===== config.mk =====
export PLATFORM = sky130hd
export DESIGN_NAME = multicycle_control
export DESIGN_NICKNAME = d
export VERILOG_FILES = /design/src/rtl/ctrl_pkg.sv /design/src/rtl/perf_counter.sv /design/src/rtl/multicycle_control.sv
export SDC_FILE = /design/constraint.sdc
export NUM_CORES = 1
export LEC_CHECK = 0
export CAP_MARGIN = 20
export CORE_ASPECT_RATIO = 2
export CORE_MARGIN = 3
export CORE_UTILIZATION = 29
export CTS_CLUSTER_SIZE = 24
export DETAILED_ROUTE_END_ITERATION = 16
export GPL_TIMING_DRIVEN = 1
export PLACE_DENSITY = 0.79
export SLEW_MARGIN = 20
export SYNTH_ARGS = -nofsm -noshare
export SYNTH_HDL_FRONTEND = slang
export SYNTH_SLANG_ARGS = --single-unit

===== constraint.sdc =====
create_clock -name clk -period 1.3 [get_ports clk]
set_input_delay 0.26 -clock clk [delete_from_list [all_inputs] [get_ports clk]]
set_output_delay 0.26 -clock clk [all_outputs]
set_load 0.05 [all_outputs]

===== src/rtl/ctrl_pkg.sv =====
// ctrl_pkg: shared definitions for the multi-cycle RV32I control path.
//   - RV32I major opcode constants
//   - 4-bit FSM state encoding
//   - ALU-op codes consumed by the ALU control decoder
//   - datapath mux select encodings (alu_src_a/b, pc_source, mem_to_reg)
//   - ctrl_t: bundle of every control output, so it can be decoded once and gated as a whole
package ctrl_pkg;

  localparam logic [6:0] OP_R      = 7'b0110011;
  localparam logic [6:0] OP_I      = 7'b0010011;
  localparam logic [6:0] OP_LOAD   = 7'b0000011;
  localparam logic [6:0] OP_STORE  = 7'b0100011;
  localparam logic [6:0] OP_BRANCH = 7'b1100011;
  localparam logic [6:0] OP_JAL    = 7'b1101111;
  localparam logic [6:0] OP_JALR   = 7'b1100111;
  localparam logic [6:0] OP_LUI    = 7'b0110111;
  localparam logic [6:0] OP_AUIPC  = 7'b0010111;

  typedef enum logic [3:0] {
    S_IF, S_ID, S_EX_R, S_EX_I, S_MA, S_MR, S_MW, S_WB_ALU,
    S_WB_MEM, S_BR, S_JAL, S_JALR, S_LUI, S_AUIPC, S_ILL
  } state_e;

  localparam logic [1:0] ALU_ADD    = 2'b00;
  localparam logic [1:0] ALU_BRANCH = 2'b01;
  localparam logic [1:0] ALU_RTYPE  = 2'b10;
  localparam logic [1:0] ALU_ITYPE  = 2'b11;

  localparam logic [1:0] SRC_A_PC     = 2'b00;
  localparam logic [1:0] SRC_A_RS1    = 2'b01;
  localparam logic [1:0] SRC_A_ZERO   = 2'b10;
  localparam logic [1:0] SRC_A_OLD_PC = 2'b11;

  localparam logic [1:0] SRC_B_RS2  = 2'b00;
  localparam logic [1:0] SRC_B_FOUR = 2'b01;
  localparam logic [1:0] SRC_B_IMM  = 2'b10;

  localparam logic [1:0] PC_SRC_ALU    = 2'b00;
  localparam logic [1:0] PC_SRC_ALUOUT = 2'b01;

  localparam logic [1:0] M2R_ALUOUT = 2'b00;
  localparam logic [1:0] M2R_MDR    = 2'b01;
  localparam logic [1:0] M2R_PC     = 2'b10;

  typedef struct packed {
    logic       mem_read;
    logic       mem_write;
    logic       i_or_d;
    logic       ir_write;
    logic       pc_write;
    logic       pc_write_cond;
    logic [1:0] pc_source;
    logic [1:0] alu_op;
    logic [1:0] alu_src_a;
    logic [1:0] alu_src_b;
    logic       reg_write;
    logic [1:0] mem_to_reg;
    logic       instr_retired;
    logic       illegal;
  } ctrl_t;

endpackage


===== src/rtl/perf_counter.sv =====
// perf_counter: free-running cycle counter and retired-instruction counter.
// Both wrap modulo 2^CNT_W. Only exists when CTRL_PERF_EN is defined; the
// body is guarded so a default build carries no stray top-level module.
//   clk, rstn     : clock, async active-low reset
//   retire        : one-cycle pulse per completed instruction
//   cycle_cnt     : cycles since reset release
//   instret_cnt   : retired instructions since reset release
`ifdef CTRL_PERF_EN
module perf_counter #(
  parameter int unsigned CNT_W = 32
) (
  input  logic             clk,
  input  logic             rstn,
  input  logic             retire,
  output logic [CNT_W-1:0] cycle_cnt,
  output logic [CNT_W-1:0] instret_cnt
);

  logic [CNT_W-1:0] cycle_q, cycle_d;
  logic [CNT_W-1:0] instret_q, instret_d;

  always_comb begin
    cycle_d   = cycle_q + CNT_W'(1);
    instret_d = instret_q;
    if (retire) instret_d = instret_q + CNT_W'(1);
  end

  always_ff @(posedge clk or negedge rstn) begin
    if (!rstn) begin
      cycle_q   <= '0;
      instret_q <= '0;
    end else begin
      cycle_q   <= cycle_d;
      instret_q <= instret_d;
    end
  end

  assign cycle_cnt   = cycle_q;
  assign instret_cnt = instret_q;

endmodule
`endif


===== src/rtl/multicycle_control.sv =====
// multicycle_control: main control FSM of the multi-cycle RV32I core.
// Sequences the shared ALU, memory port and register file through
// fetch/decode/execute/memory/write-back. Outputs are Moore decodes of the
// state, plus mem_ready in IF (ir_write/pc_write) and MW (instr_retired).
// Optional feature macro: CTRL_PERF_EN (cycle/instret performance counters;
// without it both counter ports are tied to zero).
//   clk, rstn          : clock, async active-low reset (forces all outputs 0)
//   opcode             : IR[6:0]
//   br_cond            : branch condition from datapath (qualification done there)
//   mem_ready          : memory access completes this cycle
//   mem_read/mem_write, i_or_d, ir_write, pc_write, pc_write_cond, pc_source,
//   alu_op, alu_src_a, alu_src_b, reg_write, mem_to_reg : datapath controls
//   instr_retired      : retire pulse; illegal : sticky unknown-opcode flag
//   cycle_cnt, instret_cnt : performance counters
module multicycle_control
  import ctrl_pkg::*;
#(
  parameter int unsigned CNT_W = 32
) (
  input  logic             clk,
  input  logic             rstn,
  input  logic [6:0]       opcode,
  input  logic             br_cond,
  input  logic             mem_ready,
  output logic             mem_read,
  output logic             mem_write,
  output logic             i_or_d,
  output logic             ir_write,
  output logic             pc_write,
  output logic             pc_write_cond,
  output logic [1:0]       pc_source,
  output logic [1:0]       alu_op,
  output logic [1:0]       alu_src_a,
  output logic [1:0]       alu_src_b,
  output logic             reg_write,
  output logic [1:0]       mem_to_reg,
  output logic             instr_retired,
  output logic             illegal,
  output logic [CNT_W-1:0] cycle_cnt,
  output logic [CNT_W-1:0] instret_cnt
);

  state_e state_q, state_d;
  ctrl_t  ctrl, ctrl_o;

  // The branch decision is applied by the datapath through pc_write_cond.
  logic unused_br_cond;
  assign unused_br_cond = br_cond;

  always_ff @(posedge clk or negedge rstn) begin
    if (!rstn) state_q <= S_IF;
    else       state_q <= state_d;
  end

  always_comb begin
    state_d = state_q;
    ctrl    = '0;
    unique case (state_q)
      S_IF: begin
        ctrl.mem_read  = 1'b1;
        ctrl.alu_src_a = SRC_A_PC;
        ctrl.alu_src_b = SRC_B_FOUR;
        ctrl.alu_op    = ALU_ADD;
        if (mem_ready) begin
          ctrl.ir_write  = 1'b1;
          ctrl.pc_write  = 1'b1;
          ctrl.pc_source = PC_SRC_ALU;
          state_d        = S_ID;
        end
      end
      S_ID: begin
        ctrl.alu_src_a = SRC_A_OLD_PC;
        ctrl.alu_src_b = SRC_B_IMM;
        ctrl.alu_op    = ALU_ADD;
        case (opcode)
          OP_R:               state_d = S_EX_R;
          OP_I:               state_d = S_EX_I;
          OP_LOAD, OP_STORE:  state_d = S_MA;
          OP_BRANCH:          state_d = S_BR;
          OP_JAL:             state_d = S_JAL;
          OP_JALR:            state_d = S_JALR;
          OP_LUI:             state_d = S_LUI;
          OP_AUIPC:           state_d = S_AUIPC;
          default:            state_d = S_ILL;
        endcase
      end
      S_EX_R: begin
        ctrl.alu_src_a = SRC_A_RS1;
        ctrl.alu_src_b = SRC_B_RS2;
        ctrl.alu_op    = ALU_RTYPE;
        state_d        = S_WB_ALU;
      end
      S_EX_I: begin
        ctrl.alu_src_a = SRC_A_RS1;
        ctrl.alu_src_b = SRC_B_IMM;
        ctrl.alu_op    = ALU_ITYPE;
        state_d        = S_WB_ALU;
      end
      S_LUI: begin
        ctrl.alu_src_a = SRC_A_ZERO;
        ctrl.alu_src_b = SRC_B_IMM;
        state_d        = S_WB_ALU;
      end
      S_AUIPC: begin
        ctrl.alu_src_a = SRC_A_OLD_PC;
        ctrl.alu_src_b = SRC_B_IMM;
        state_d        = S_WB_ALU;
      end
      S_MA: begin
        ctrl.alu_src_a = SRC_A_RS1;
        ctrl.alu_src_b = SRC_B_IMM;
        state_d        = (opcode == OP_STORE) ? S_MW : S_MR;
      end
      S_MR: begin
        ctrl.mem_read = 1'b1;
        ctrl.i_or_d   = 1'b1;
        if (mem_ready) state_d = S_WB_MEM;
      end
      S_MW: begin
        ctrl.mem_write = 1'b1;
        ctrl.i_or_d    = 1'b1;
        if (mem_ready) begin
          ctrl.instr_retired = 1'b1;
          state_d            = S_IF;
        end
      end
      S_WB_ALU: begin
        ctrl.reg_write     = 1'b1;
        ctrl.mem_to_reg    = M2R_ALUOUT;
        ctrl.instr_retired = 1'b1;
        state_d            = S_IF;
      end
      S_WB_MEM: begin
        ctrl.reg_write     = 1'b1;
        ctrl.mem_to_reg    = M2R_MDR;
        ctrl.instr_retired = 1'b1;
        state_d            = S_IF;
      end
      S_BR: begin
        ctrl.alu_src_a     = SRC_A_RS1;
        ctrl.alu_src_b     = SRC_B_RS2;
        ctrl.alu_op        = ALU_BRANCH;
        ctrl.pc_write_cond = 1'b1;
        ctrl.pc_source     = PC_SRC_ALUOUT;
        ctrl.instr_retired = 1'b1;
        state_d            = S_IF;
      end
      S_JAL: begin
        ctrl.reg_write     = 1'b1;
        ctrl.mem_to_reg    = M2R_PC;
        ctrl.pc_write      = 1'b1;
        ctrl.pc_source     = PC_SRC_ALUOUT;
        ctrl.instr_retired = 1'b1;
        state_d            = S_IF;
      end
      S_JALR: begin
        ctrl.alu_src_a     = SRC_A_RS1;
        ctrl.alu_src_b     = SRC_B_IMM;
        ctrl.reg_write     = 1'b1;
        ctrl.mem_to_reg    = M2R_PC;
        ctrl.pc_write      = 1'b1;
        ctrl.pc_source     = PC_SRC_ALU;
        ctrl.instr_retired = 1'b1;
        state_d            = S_IF;
      end
      S_ILL: begin
        ctrl.illegal = 1'b1;
      end
      default: state_d = S_IF;
    endcase
  end

  // Reset forces every control output low combinationally, so a pending
  // memory access is dropped the moment rstn falls, not at the next edge.
  assign ctrl_o = rstn ? ctrl : '0;

  assign mem_read      = ctrl_o.mem_read;
  assign mem_write     = ctrl_o.mem_write;
  assign i_or_d        = ctrl_o.i_or_d;
  assign ir_write      = ctrl_o.ir_write;
  assign pc_write      = ctrl_o.pc_write;
  assign pc_write_cond = ctrl_o.pc_write_cond;
  assign pc_source     = ctrl_o.pc_source;
  assign alu_op        = ctrl_o.alu_op;
  assign alu_src_a     = ctrl_o.alu_src_a;
  assign alu_src_b     = ctrl_o.alu_src_b;
  assign reg_write     = ctrl_o.reg_write;
  assign mem_to_reg    = ctrl_o.mem_to_reg;
  assign instr_retired = ctrl_o.instr_retired;
  assign illegal       = ctrl_o.illegal;

`ifdef CTRL_PERF_EN
  perf_counter #(.CNT_W(CNT_W)) u_perf (
    .clk         (clk),
    .rstn        (rstn),
    .retire      (instr_retired),
    .cycle_cnt   (cycle_cnt),
    .instret_cnt (instret_cnt)
  );
`else
  assign cycle_cnt   = '0;
  assign instret_cnt = '0;
`endif

endmodule


# Word-level counts from Yosys, hierarchy flattened
# Index checks and enable logic that the tools add are counted.
# word_totals
reg_bits	4
elab_cells	61
# op_classes
n_eq_ne	26
bitwise_logic	1
n_reduce_logical	12
mux	21
# ops
cell	count
case mux 4 bit (8 select lines)	1
equality test 4 bit (second input constant)	7
case mux 4 bit (7 select lines)	1
equality test 7 x 6 -> 1 bit (second input constant)	3
equality test 7 bit (second input constant)	3
case mux 4 bit (5 select lines)	1
two-way mux 19 bit	1
equality test 4 x 3 -> 1 bit (second input constant)	4
equality test 7 x 5 -> 1 bit (second input constant)	2
OR reduction 2 bit	7
two-way mux 4 bit	3
case mux 3 bit (3 select lines)	1
equality test 4 x 2 -> 1 bit (second input constant)	2
two-way mux 1 bit	8
equality test 7 x 2 -> 1 bit (second input constant)	1
!= test 2 bit (second input constant)	3
case mux 2 bit (3 select lines)	1
OR reduction 5 bit	1
equality test 4 x 1 -> 1 bit (second input constant)	1
logical NOT 4 bit	1
two-way mux 2 bit	2
case mux 1 bit (2 select lines)	2
AND reduction 4 bit	1
OR reduction 4 bit	1
other kinds (2)	2

# Longest topological paths before layout
# Gate-level depths: netlist of the first run.
# depth
word_depth	4
mapped_depth	6
depth_no_buf	4

# Worst setup path before layout of the first run
# OpenSTA, ideal clock, no wires.
# synth_path
path_kind	flip-flop to output port
startpoint	register state_q[3]
endpoint	output mem_to_reg[0]
t_arrival_ns	1.859
setup_slack_ns	-0.819
path_stages_with_launch	6
required_ns	1.040
cell_sequence	dfrtp_1 -> buf_4 -> inv_2 -> nor2_1 -> nand2_1 -> nor3_1
# synth_between
elab_chain_cells	4
word_cells_on_any_way	7
# synth_rtl
item	line	rtl
from (decl)	multicycle_control.sv:43	state_e state_q, state_d;
from (signal assigned)	multicycle_control.sv:52	else state_q <= state_d;
equality test 4 bit	multicycle_control.sv:58	unique case (state_q)
OR reduction 2 bit (no line)	n/a	
case mux 3 bit (3 select lines) (*)	multicycle_control.sv:58	
two-way mux 19 bit (*)	multicycle_control.sv:175	assign ctrl_o = rstn ? ctrl : '0;
to (decl)	multicycle_control.sv:36	output logic [1:0] mem_to_reg,
# Mark *: on every way between the ends. The rest lies on a longest branch, timed or not.

# Worst setup path after layout of the first run
# layout_path
startpoint	register state_q[2]
endpoint	output pc_write
# layout_between
elab_chain_cells	4
word_cells_on_any_way	6
# layout_rtl
item	line	rtl
equality test 4 bit	multicycle_control.sv:58	
OR reduction 2 bit (no line)	n/a	
case mux 1 bit (2 select lines) (*)	multicycle_control.sv:58	
two-way mux 19 bit (*)	multicycle_control.sv:175	
to (decl)	multicycle_control.sv:29	output logic pc_write,
# Marks and branches as above.

==> impl_results.md, run 1 <==
* Status: finished with violations
* Failing checks: setup timing
* VDD IR max at about 1.6 mV
* Drt pass-1 iters at 4
* CORE AREA at 0.00365 mm^2
* Flip-flop count of the largest register after layout at 4
* Most common cell in the netlist: buf_4
* RR Endpoint: state_q[0]
* Setup WS post-layout at -397 ps
* Depth of the most critical reg-to-reg path at 5
* Die X at 49.7 um
* R2r startpoint: state_q[3]
* Port Buf Inserts at 27
* Fillers at 319
* Share of Yosys cell area claimed by the top area cell type at 45.4%
* CP max stage delay at 440 ps
* CTS sink cnt at 4
* Vias in the first global route at approximately 1000
* Required @ worst endpoint at between 1000 and 1500 ps
* Hold Path Class: in2async
* GRT Resource Usage Total at 12.8%
* Max-cap violation count at 0
* Count of different cell masters after synthesis at 38
* Period minus WS final at 1700 ps
* Crit path capture type: output pin
* CTS tree: built
* Layout cells sized above 1 at 49.8%
* Worst-Skew Late Latency at approximately 220 ps
* RD Place Congestion at 0.857
* Antenna-violating nets left at 0
* Dpl hpwl at 2340 um
* Post-Syn Area per Cell at 7.10 um^2
* Clock slew at reported path FFs at approximately 40 ps
* Inserted Clock Buffers at 3
* Crit Path Class: reg2out
* Final Setup Violations at 20
* First-pass GRT wire length at 4660 um
* Drt total wl at 3080 um
* Antenna cells at 0
* 1st-iter DRT viols at 14
* Crit path cell chain: and2b_1 > and3_4 > or2_4 > buf_8
* Seq/Total Area, Yosys at 9.04%
* Async SR Flop Fraction at 100%
* Util after Layout at a little over half
* DR WL/cell at 11.5 um
* Largest registers: state_q (4)
* CP max stage cell: dfrtp_2
* Multi-input logic area at about 970 um^2
* Sum Neg Setup Slack at -6070 ps
* Rows at 31
* Power density over the cells at between 2000 and 2500 mW/mm^2
* Critical path buffers and inverters at 1
* Layout area overhead at 79.2%
* Placement Cell Area at ~0.0017 mm^2
* EDFF count, synth at 0
* Initial Util at 30.4%
* Mapped Cells at 156
* Root Driver: clkbuf_8
* Ports at 94
* Quantity of hold-fixing buffers added after cts at 0
* Register-to-register setup slack at -140 ps
* Die Y at just over 90 um
* CP Launch Type: flip-flop
* Reg with most FFs: state_q
* Yosys top cell by area: buf_4
* Number of remaining DRC errors at 0
* Htree depth at 1
* Top cells by area, synth: buf_4, dfrtp_1, a21oi_1
* Commonest cells post-synth: buf_4, nor2_1, a21oi_1, nand2_1, nand2b_1
* Critical path data arrival time at 1440 ps
* Critical path's top delay family: simple AND/OR/NAND/NOR gates
* Unrepaired setup endpoints after global routing: true
* Slew Viols, Final at 0
* Largest net degree at the start of global routing at 14
* Final hold viol count at 0
* Via density at approximately 4.2
* Antenna violations before repair at 0
* Final period utilization at 131%
* Reg area at 105 um^2
* Nets at 231
* Top_reg_cell synth: dfrtp_1
* Synth Cell Area at 0.00111 mm^2
* Vias at 1116
* Synth warnings at 0
* Peak Freq at 0.589 GHz
* Clock buffer depth at 2
* Final Skew at 10.5 ps
* Flops & latches, synth at 4
* Die area at 0.00464 mm^2
* Total grt overflow at 0
* Pleak at about 0.95 nW
* Critical Path Fanout Max at 5
* Post-layout instance area at 0.00198 mm^2
-- cell type report --
class,count,area share [%]
well taps,49,3.09
inverters,3,0.694
repair buffers,66,39.9
multi-input cells,142,48.7
clock buffers,4,2.27
flip-flops and latches,4,5.30
-- through the flow --
step                power [mW]  setup WS, ps  hold WS (ps)  std cells
detailed placement        3.69          -514           658        255
global route              4.84          -436           207        268
floorplan                 2.54          -331         -35.6        220
CTS                       4.48          -371           167        268
finish                    4.60          -397           168        268
global placement          3.64          -480           635        255
-- what timing repair did --
item                       in CTS  in global routing
setup endpoints to repair      21                 21
pin swaps                      17                  7
buffers inserted               10                  1
resized for setup              42                 13
-- cell families after synthesis --
kind of cell,after synthesis,share of synthesized area (%)
other,1,0.339
buffers and inverters,74,48.2
XOR/XNOR,2,1.58
AND/OR/NAND/NOR,51,26.0
flip-flops,4,9.04
AO/OA/AOI/OAI,24,14.8
-- routing by layer --
metal  up-vias  GRT usage, %  share of wire, %
met5         -             0                 0
li1        522             -                 -
met4         0          5.31               3.1
met1       510          11.3                28
met2        73          26.4                60
met3        11          2.39               9.3
-- how the worst max path moves through the flow --
stage | from | to | slack (ps) | depth (start not counted)
finish | state_q[2] | pc_write | -400 | 4
global route | state_q[2] | mem_to_reg[0] | -440 | 5
CTS | state_q[2] | pc_write | -370 | 4
detailed placement | rstn | pc_write | -510 | 5
global placement | rstn | pc_write | -480 | 5
floorplan | state_q[3] | pc_write | -330 | 5
-- power breakdown --
part | internal, mW | switching (mW)
Sequential | 0.202 | 0.139
Combinational | 1.80 | 2.17
Clock | 0.210 | 0.0744
Total | 2.21 | 2.38
-- layout by cell type (no fill, tap or decap), types with 4 or more instances in the layout --
master / n
conb_1: 65
buf_4: 27
buf_12: 18
buf_6: 11
nor2_4: 6
dlygate4sd2_1: 6
and3_4: 5
a21oi_1: 5
nand3b_1: 4
nand2_2: 4
a21oi_4: 4
dfrtp_2: 4
Note: power is estimated with default switching activity, not from simulation.
==> inputs of run 2 (changes only) <==
--- a/config.mk
+++ b/config.mk
@@ -12,6 +12,7 @@
 export CTS_CLUSTER_SIZE = 24
 export DETAILED_ROUTE_END_ITERATION = 16
 export GPL_TIMING_DRIVEN = 1
+export HOLD_SLACK_MARGIN = 0.05
 export PLACE_DENSITY = 0.79
 export SLEW_MARGIN = 20
 export SYNTH_ARGS = -nofsm -noshare
==> results of run 2 <==
No change in the layout: final DEF, timing and power equal those of run 1.
==> inputs of run 3 (changes only) <==
--- a/config.mk
+++ b/config.mk
@@ -7,7 +7,6 @@
 export LEC_CHECK = 0
 export CAP_MARGIN = 20
 export CORE_ASPECT_RATIO = 2
-export CORE_MARGIN = 3
 export CORE_UTILIZATION = 29
 export CTS_CLUSTER_SIZE = 24
 export DETAILED_ROUTE_END_ITERATION = 16
==> run 3 against run 2 <==
Compared with the run above: the run still ends with setup timing left; non-clock buffer count increased by 4; critical endpoint is now reg_write; critical path depth increased by 1; largest power group unchanged; sequential cell count unchanged; cell count increased by 1.5%; combinational power increased by 6.8%; sequential share of layout area decreased by 0.10 points; clock skew decreased by 10 ps; core utilization increased by 1.1 points; first-iteration DRC count increased by 43%; via count increased by 5.6%; die area decreased by 12%; sequential power decreased by 3%.
==> impl_results.md, run 3 (same netlist as run 1, synthesis figures left out) <==
* Status: finished with violations
* Failing checks: setup timing
* Max-cap violation count at 0 (unchanged)
* CORE AREA at 0.00365 mm^2 (unchanged)
* Layout cells sized above 1 at 51.1% (+1.3 points)
* Htree depth at 1 (unchanged)
* Critical path data arrival time at 1450 ps (about the same)
* Util after Layout at 55.5% (+1.1 points)
* Cell Count, Final, Fillers Out at 272 (+1.5%)
* Sum Neg Setup Slack at -6520 ps (-452 ps)
* Number of remaining DRC errors at 0 (unchanged)
* Power density over the cells at 2400 mW/mm^2 (+3.6%)
* Inserted Clock Buffers at 3 (unchanged)
* Post-Place Cells at 255 (unchanged)
* Antenna-violating nets left at 0 (unchanged)
* Total grt overflow at 0 (unchanged)
* Final Skew at 0.240 ps (-10.2 ps)
* Crit path cell chain: buf_4 > buf_4 > a21o_1 > and3_4 > buf_12
* Final period utilization at 132% (+1.2 points)
* CTS sink cnt at 4 (unchanged)
* 1st-iter DRT viols at 20 (+6)
* CP max stage delay at 440 ps (about the same)
* GRT Resource Usage Total at 16.4% (+3.6 points)
* Slew Viols, Final at 0 (unchanged)
* Largest registers: state_q (4)
* Most frequent cells in the layout: conb_1, buf_4, buf_12
* Unrepaired setup endpoints after global routing: true
* Crit path capture type: output pin
* CP max stage cell: dfrtp_2
* Via density at 4.33 (+4.1%)
* Ports at 94 (unchanged)
* Setup WS post-layout at -413 ps (-15.0 ps)
* Vias at 1179 (+5.6%)
* Drt pass-1 iters at 6 (+2)
* CP Launch Type: flip-flop
* CTS tree: built
* Port Buf Inserts at 27 (unchanged)
* Largest net degree at the start of global routing at 10 (-4)
* Antenna violations before repair at 0 (unchanged)
* Final Setup Violations at 21 (+5.0%)
* Critical path buffers and inverters at 3 (+2)
* CP most frequent cell: buf_4
* Required @ worst endpoint at 1040 ps (about the same)
* First-pass GRT wire length at 4910 um (+5.5%)
* Die Y at 89.4 um (-4.3%)
* Layout area overhead at 82.7%
* Reg with most FFs: state_q
* Drt total wl at 3200 um (+3.8%)
* DR WL/cell at 11.8 um (+2.2%)
* Worst Hold Slack at 342 ps (+174 ps)
* Vias in the first global route at 1103 (+5.9%)
* Initial Util at 30.4% (unchanged)
* Rows at 31 (unchanged)
* Quantity of hold-fixing buffers added after cts at 0 (unchanged)
* Critical Path Fanout Max at 5 (unchanged)
* Nets at 235 (+1.7%)
* Critical path's top delay family: buffers and inverters
* VDD IR max at 0.949 mV (-40%)
* Clock buffer depth at 2 (unchanged)
* Crit Path Class: reg2out
* Dpl hpwl at 2090 um (-10%)
* Pleak at 0.968 nW (+2.0%)
* Root Driver: clkbuf_8
* RD Place Congestion at 0.824 (-3.8%)
* Die area at 0.00408 mm^2 (-12%)
* Period minus WS final at 1710 ps (+15.0 ps)
* Hold Path Class: in2async
* Clock slew at reported path FFs at 30 ps (about the same)
* Fillers at 315 (-1.3%)
* Peak Freq at 0.584 GHz (-0.88%)
* Die X at 45.7 um (-8.0%)
* Worst-Skew Late Latency at 220 ps (about the same)
* Flip-flop count of the largest register after layout at 4 (unchanged)
* Final hold viol count at 0 (unchanged)
* Antenna cells at 0 (unchanged)
* Commonest non-fill, non-tap cell in the layout: conb_1
* Register-to-register setup slack at -220 ps (-80 ps)
## run 3: cell count changes in the layout (fill, tap and decap cells not counted), sizes merged
cell,change
clkdlybuf4s50,+2
buf,+4
dlygate4sd2,-2
## run 3: timing repair
action	in CTS	in global routing
gates resized for setup	45	9
pin swaps	21	5
endpoints found under the setup margin	21	22
setup buffers	12	1
hold endpoints to repair	0	0
## run 3: final cells by class
type / count / area (um^2) / share of cell area [%]
well taps: 49 / 61.3 / 3.03
clock buffers: 4 / 45.0 / 2.23
multi-input cells: 142 / 970 / 47.9
repair buffers: 70 / 828 / 40.9
inverters: 3 / 13.8 / 0.680
flip-flops and latches: 4 / 105 / 5.19
## run 3: path summary, 6_finish.rpt
kind	start	to	cells past startpoint
setup / recovery	state_q[0]	reg_write	5
hold / removal	rstn	state_q[3]	4
setup reg to reg	state_q[1]	state_q[0]	5
hold reg to reg	state_q[2]	state_q[2]	2
max in group asynchronous	rstn	state_q[2]	4
min in group clk	opcode[5]	state_q[1]	3
## run 3: power by group
| group | internal (mW) | total, mW | switching, mW |
|---|---|---|---|
| Clock | 0.210 | 0.280 | 0.0700 |
| Combinational | 1.91 | 4.24 | 2.33 |
| Sequential | 0.202 | 0.332 | 0.130 |
## run 3: stage by stage
stage | total power, mW | area, um^2 | setup WS, ps
finish | 4.86 | 2020 | -413
global route | 5.07 | 2020 | -440
CTS | 4.63 | 1990 | -400
detailed placement | 3.64 | 1690 | -459
global placement | 3.59 | 1690 | -430
floorplan | 2.54 | 1500 | -331
## run 3: layer usage
layer / up-vias / GRT usage (%) / part of all wire [%]
met5: - / 0 / 0
met4: 0 / 10.2 / 3.6
met3: 15 / 1.01 / 7.2
met2: 99 / 32.6 / 59
met1: 542 / 14.6 / 30
li1: 523 / - / -
## run 3: worst min-delay path, delay by kind of cell
kind / cells / cell delay [ps]
buf+inv: 4 / 630
